### config.mk
export PLATFORM = sky130hd
export DESIGN_NAME = fetch_stage
export DESIGN_NICKNAME = d
export VERILOG_FILES = /design/src/rtl/fetch_stage_pkg.sv /design/src/rtl/fetch_redirect_latch.sv /design/src/rtl/fetch_stage.sv
export SDC_FILE = /design/constraint.sdc
export NUM_CORES = 1
export LEC_CHECK = 0
export ABC_CLOCK_PERIOD_IN_PS = 3740
export BUFFER_PORTS_ARGS = -buffer_cell sky130_fd_sc_hd__buf_2
export CELL_PAD_IN_SITES_DETAIL_PLACEMENT = 1
export CELL_PAD_IN_SITES_GLOBAL_PLACEMENT = 2
export CORE_UTILIZATION = 33
export CTS_CLUSTER_DIAMETER = 30
export DETAILED_ROUTE_END_ITERATION = 12
export PLACE_DENSITY = 0.95
export SETUP_SLACK_MARGIN = 0.02
export SLEW_MARGIN = 10
export SYNTH_ARGS = -nofsm -noshare
export SYNTH_HDL_FRONTEND = slang
export SYNTH_SLANG_ARGS = --single-unit
### constraint.sdc
create_clock -name clk -period 3.74 [get_ports clk]
set_input_delay 0.374 -clock clk [delete_from_list [all_inputs] [get_ports clk]]
set_output_delay 0.374 -clock clk [all_outputs]
set_load 0.05 [all_outputs]
### src/rtl/fetch_stage_pkg.sv
// Shared fetch-stage definitions: reset PC default, AdEL code, FSM states and redirect record.
package fetch_stage_pkg;
  localparam logic [31:0] RESET_PC_DEF = 32'hBFC0_0000;
  localparam logic [4:0]  EXCCODE_ADEL = 5'h04;

  typedef enum logic [1:0] {ST_REQ, ST_WAIT, ST_EXC, ST_HALT} fetch_state_e;

  typedef struct packed {
    logic        vld;
    logic        is_exc;
    logic [31:0] tgt;
  } redirect_t;

  function automatic logic [31:0] next_seq_pc(input logic [31:0] pc);
    return pc + 32'd4;
  endfunction
endpackage

### src/rtl/fetch_redirect_latch.sv
// Pending redirect target and cancel flag for the in-flight fetch slot.
// merged_o is the redirect that wins this cycle (exception beats branch, pending exception beats new branch).
module fetch_redirect_latch
  import fetch_stage_pkg::*;
(
  input  logic        clk,
  input  logic        resetn,
  input  logic        exc_valid_i,
  input  logic [31:0] exc_target_i,
  input  logic        br_valid_i,
  input  logic [31:0] br_target_i,
  input  logic        capture_i,
  input  logic        clear_i,
  output logic        cancel_o,
  output redirect_t   merged_o
);
  redirect_t pend_q, pend_d;

  always_comb begin
    merged_o = pend_q;
    if (exc_valid_i) begin
      merged_o.vld    = 1'b1;
      merged_o.is_exc = 1'b1;
      merged_o.tgt    = exc_target_i;
    end else if (br_valid_i && !(pend_q.vld && pend_q.is_exc)) begin
      merged_o.vld    = 1'b1;
      merged_o.is_exc = 1'b0;
      merged_o.tgt    = br_target_i;
    end
  end

  always_comb begin
    pend_d = pend_q;
    if (clear_i)        pend_d = '0;
    else if (capture_i) pend_d = merged_o;
  end

  always_ff @(posedge clk or negedge resetn) begin
    if (!resetn) pend_q <= '0;
    else         pend_q <= pend_d;
  end

  assign cancel_o = pend_q.vld;
endmodule

### src/rtl/fetch_stage.sv
// Instruction-fetch front end: one outstanding request, redirect absorption, stale-slot cancel.
// Optional cancelled-fetch counter enabled by defining FETCH_PERFCNT_EN.
module fetch_stage
  import fetch_stage_pkg::*;
#(
  parameter logic [31:0] RESET_PC = RESET_PC_DEF
) (
  input  logic        clk,
  input  logic        resetn,
  output logic        inst_req,
  output logic [31:0] inst_addr,
  input  logic        inst_addr_ok,
  input  logic        inst_data_ok,
  input  logic        br_valid,
  input  logic [31:0] br_target,
  input  logic        exc_valid,
  input  logic [31:0] exc_target,
  input  logic        ready_i,
  output logic        valid_o,
  output logic [31:0] pc_o,
  output logic        cancelled_o,
  output logic        exc_o,
  output logic        exc_miss_o,
  output logic [4:0]  exccode_o,
  output logic [31:0] perfcnt_fetch_cancel
);
  fetch_state_e state_q, state_d;
  logic [31:0]  pc_q, pc_d, pc_o_q, pc_o_d;
  logic         valid_q, valid_d, exc_q, exc_d, started_q;
  logic         aligned, accept, xfer, br_eff, new_redir, capture, cancel;
  redirect_t    merged;
  logic         unused_data_ok;

  assign unused_data_ok = inst_data_ok;

  assign aligned   = (pc_q[1:0] == 2'b00);
  assign inst_req  = started_q && (state_q == ST_REQ) && aligned;
  assign inst_addr = pc_q;
  assign accept    = inst_req && inst_addr_ok;
  assign xfer      = valid_q && ready_i;
  assign br_eff    = br_valid && (state_q != ST_HALT);
  assign new_redir = exc_valid || br_eff;
  assign capture   = ((state_q == ST_REQ) && accept) ||
                     (((state_q == ST_WAIT) || (state_q == ST_EXC)) && !xfer);

  fetch_redirect_latch u_redir (
    .clk         (clk),
    .resetn      (resetn),
    .exc_valid_i (exc_valid),
    .exc_target_i(exc_target),
    .br_valid_i  (br_eff),
    .br_target_i (br_target),
    .capture_i   (capture),
    .clear_i     (xfer),
    .cancel_o    (cancel),
    .merged_o    (merged)
  );

  always_comb begin
    state_d = state_q;
    pc_d    = pc_q;
    pc_o_d  = pc_o_q;
    valid_d = valid_q;
    exc_d   = exc_q;
    case (state_q)
      ST_REQ: begin
        if (accept) begin
          state_d = ST_WAIT;
          valid_d = 1'b1;
          pc_o_d  = pc_q;
        end else if (new_redir) begin
          pc_d = merged.tgt;
        end else if (started_q && !aligned) begin
          state_d = ST_EXC;
          valid_d = 1'b1;
          exc_d   = 1'b1;
          pc_o_d  = pc_q;
        end
      end
      ST_WAIT, ST_EXC: begin
        if (xfer) begin
          valid_d = 1'b0;
          exc_d   = 1'b0;
          pc_o_d  = '0;
          // A redirect (pending or same-cycle) always restarts fetch, even out of an exception slot.
          if (merged.vld) begin
            pc_d    = merged.tgt;
            state_d = ST_REQ;
          end else if (state_q == ST_EXC) begin
            state_d = ST_HALT;
          end else begin
            pc_d    = next_seq_pc(pc_q);
            state_d = ST_REQ;
          end
        end
      end
      ST_HALT: begin
        if (exc_valid) begin
          pc_d    = exc_target;
          state_d = ST_REQ;
        end
      end
      default: state_d = ST_REQ;
    endcase
  end

  always_ff @(posedge clk or negedge resetn) begin
    if (!resetn) begin
      state_q   <= ST_REQ;
      pc_q      <= RESET_PC;
      pc_o_q    <= '0;
      valid_q   <= 1'b0;
      exc_q     <= 1'b0;
      started_q <= 1'b0;
    end else begin
      state_q   <= state_d;
      pc_q      <= pc_d;
      pc_o_q    <= pc_o_d;
      valid_q   <= valid_d;
      exc_q     <= exc_d;
      started_q <= 1'b1;
    end
  end

  assign valid_o     = valid_q;
  assign pc_o        = pc_o_q;
  assign cancelled_o = cancel;
  assign exc_o       = exc_q;
  assign exc_miss_o  = 1'b0;
  assign exccode_o   = exc_q ? EXCCODE_ADEL : 5'h00;

`ifdef FETCH_PERFCNT_EN
  logic [31:0] cnt_q;
  always_ff @(posedge clk or negedge resetn) begin
    if (!resetn)                            cnt_q <= '0;
    else if (xfer && cancel && cnt_q != '1) cnt_q <= cnt_q + 32'd1;
  end
  assign perfcnt_fetch_cancel = cnt_q;
`else
  assign perfcnt_fetch_cancel = '0;
`endif
endmodule

==> impl_results.md <==
- Crit Path Max Fanout: 39
- Vias in the first global route: 5,947
- Via-to-Cell Ratio: 5.49
- Final #Nets: 960
- Largest net degree at the start of global routing: 61
- Vias post-DR: 6,166
- Final Hold Viols: 0
- I/O pin count: 177
- Reg clk slew, reported paths: 0.07 ns
- MaxCap Viol Count: 0
- Core footprint: 18,800 um2
- Unrepaired setup endpoints after global routing: no
- Critical path, cell by cell: inv_1 -> ha_1 -> buf_4 -> nand2_1 -> nand2_1 -> buf_4 -> nand2_1 -> o221ai_1 -> a21oi_1
- Final instance area: 7480 um2
- VDD IR max: 534 uV
- Synth cell types: 54
- Slew Viols, Final: 0
- Grt total ovfl: 0
- Crit path kind: reg2reg
- Critical Path RT: 3.97 ns
- Crit path time final: 2.79 ns
- Final WS setup: 0.952 ns
- Fin Hold WS: 0.0747 ns
- Number of synthesized flops with an enable pin: 0
- WL per Instance: 19.4 um
- Die ar.: 19,800 um2
- Top FF cell, synth: dfrtp_1
- Post-Place Worst Slack: 0.974 ns
- Worst path max stage delay: 0.48 ns
- Maximum clock path buffer count: 2
- Layout cells sized above 1: 21.8%
- Worst Setup Start Kind: flop
- ANT cells: 0
- Postcts setup bufs: 0
- Cts repair resizes: 0
- Cell at the slowest stage of the critical path: nand2_1
- Commonest cells in the netlist: nand2_1 (144), o21ai_0 (128), dfrtp_1 (94)
- Worst-skew pair later-pin latency: 0.35 ns
- Pleak: 0.00336 uW
- CTS tree: yes
- Post-synthesis cell area: 6350 um2
- Site row count: 50
- Final Non-Filler Cells: 1,123
- Number of fill cells: 2,332
- DP Wirelength: 15,700 um
- Area leader, netlist: dfrtp_1
- CTS buffer count: 9
- Post-synthesis sequential area ratio: 40.7%
- Crit path top cell by count: nand2_1
- Clk sink count: 103
- Starting DRT DRC Count: 345
- Post-Route WL: 21,800 um
- CTS Hold Buffers Added: 0
- DRC errors left: 0
- Avg Inst Size Synth: 8.21 um2
- Yosys top cell area share: 37.0%
- Setup_tns: 0 ns
- Initial core utilization: 33.9%
- Dpl cells: 1,107
- H-tree depth: 3
- Gate count of the mapped netlist: 774
- Area growth from synthesis to layout: 17.7%
- Nature of the critical path endpoint: flop
- Post-synth ARST share: 100%
- Gpl congestion: 0.884
- Post-Place Cell Area: 7150 um2
- Die Width: 141 um
- Root Driver: clkbuf_16
- Worst-margin pin slew: 0.915 ns
- First-pass DRT Iterations: 5
- Count leader, synth: nand2_1
- Final Skew: 0.00846 ns
- First-pass GRT wire length: 34,000 um
- Outcome: complete, no violations
- Critical Path AT: 3.02 ns
- Final setup fails: 0
- Die height: 141 um
- Yosys reg bits: 103
- Max frequency: 359 MHz
- Antenna violations before repair: 0
- Main area contributors after synthesis: dfrtp_1 (37%), o21ai_0 (10%), nand2_1 (8.5%), buf_4 (4.6%), a21oi_1 (4.4%)
- Slew HR: 39.0%
- Tot GR Track Use: 22.0%
- Post-route ant nets: 0
- Crit share post-route: 74.6%
- Worst Hold Class: in2async
- Number of port buffers: 138
- Power density of the placed cells: 1010 nW/um2
- Ys Warns: 0
[power breakdown]
| group | leakage (uW) | switching [uW] | internal [uW] |
|---|---|---|---|
| registers | 0.00131 | 512 | 1600 |
| clock network | 0.000160 | 435 | 624 |
| logic | 0.00189 | 3070 | 1330 |
| total | 0.00336 | 4020 | 3550 |
[logic make-up after synthesis]
group           share of synthesized area, %
compound gates                          23.9
fa+ha+maj                              0.984
flops                                   40.7
xor+xnor                               0.276
mux                                     4.78
simple gates                            20.9
other cells                            0.118
buf+inv                                 8.29
[worst max-delay path, delay by kind of cell, from the launching register on]
family	cells	cell delay, ns
buffers and inverters	3	0.82
and+or+nand+nor	3	0.70
AOI/OAI and AO/OA	2	0.42
DFF	1	0.37
adders and majority gates	1	0.34
[worst paths after layout]
path | startpoint | endpoint | depth (start not counted) | slack [ns]
min in group clk | br_target[29] | u_redir.pend_q[29] | 3 | 0.35
min | resetn | pc_o[17] | 1 | 0.07
min reg2reg | pc_o[21] | pc_o[21] | 2 | 0.48
max | state_q[0] | u_redir.pend_q[26] | 9 | 0.95
max reg2reg | state_q[0] | u_redir.pend_q[26] | 9 | 0.95
max in group asynchronous | resetn | pc_o[25] | 2 | 2.80
[registers in the layout, indices dropped and copies added, names as in the netlist]
register and count:
exc_o 1, inst_addr 32, pc_o 32, started_q 1, state_q 2, u_redir.cancel_o 1, u_redir.pend_q 33, valid_o 1
[layout by cell type (no fill, tap or decap), types with 4 or more instances in the layout]
cell and n:
dfrtp_1 94, inv_1 4, a21oi_1 55, a221oi_1 12, buf_2 137, and2_1 6, o221ai_1 16, nor3b_1 4
clkbuf_16 9, buf_4 22, nand2_1 144, o21ai_0 127, o211ai_1 5, a31oi_1 10, dfstp_2 9, mux2i_1 27
or3_1 13, conb_1 38, nand4_1 6, nand2b_1 34, a211oi_1 4, ha_1 5, nand3_1 9, nor2_1 27
nor3_1 8, a22oi_1 5
[per-layer routing]
layer	global-route usage, %	vias up	wire length, um
met3	2.55	21	1130
met2	34.2	204	9930
met4	7.04	0	386
met1	31.8	3029	10300
met5	0	-	0
li1	-	2912	-
[metrics by stage]
step / utilization [%] / total power (uW)
2_1_floorplan: - / 5250
6_report: 39.8 / 7570
3_3_place_gp: 38.1 / 6400
3_5_place_dp: 38.1 / 6530
4_1_cts: 39.8 / 7590
5_1_grt: 39.8 / 8080
[final cells by class]
class / instances / area, um2 / area share [%]
clock buffers: 13 / 260 / 3.48
well taps: 234 / 293 / 3.92
repair buffers: 159 / 851 / 11.4
flip-flops and latches: 103 / 2590 / 34.6
clock inverters: 3 / 65.1 / 0.870
multi-input cells: 607 / 3400 / 45.5
inverters: 4 / 15.0 / 0.201
(Power assumes the default switching activity.)
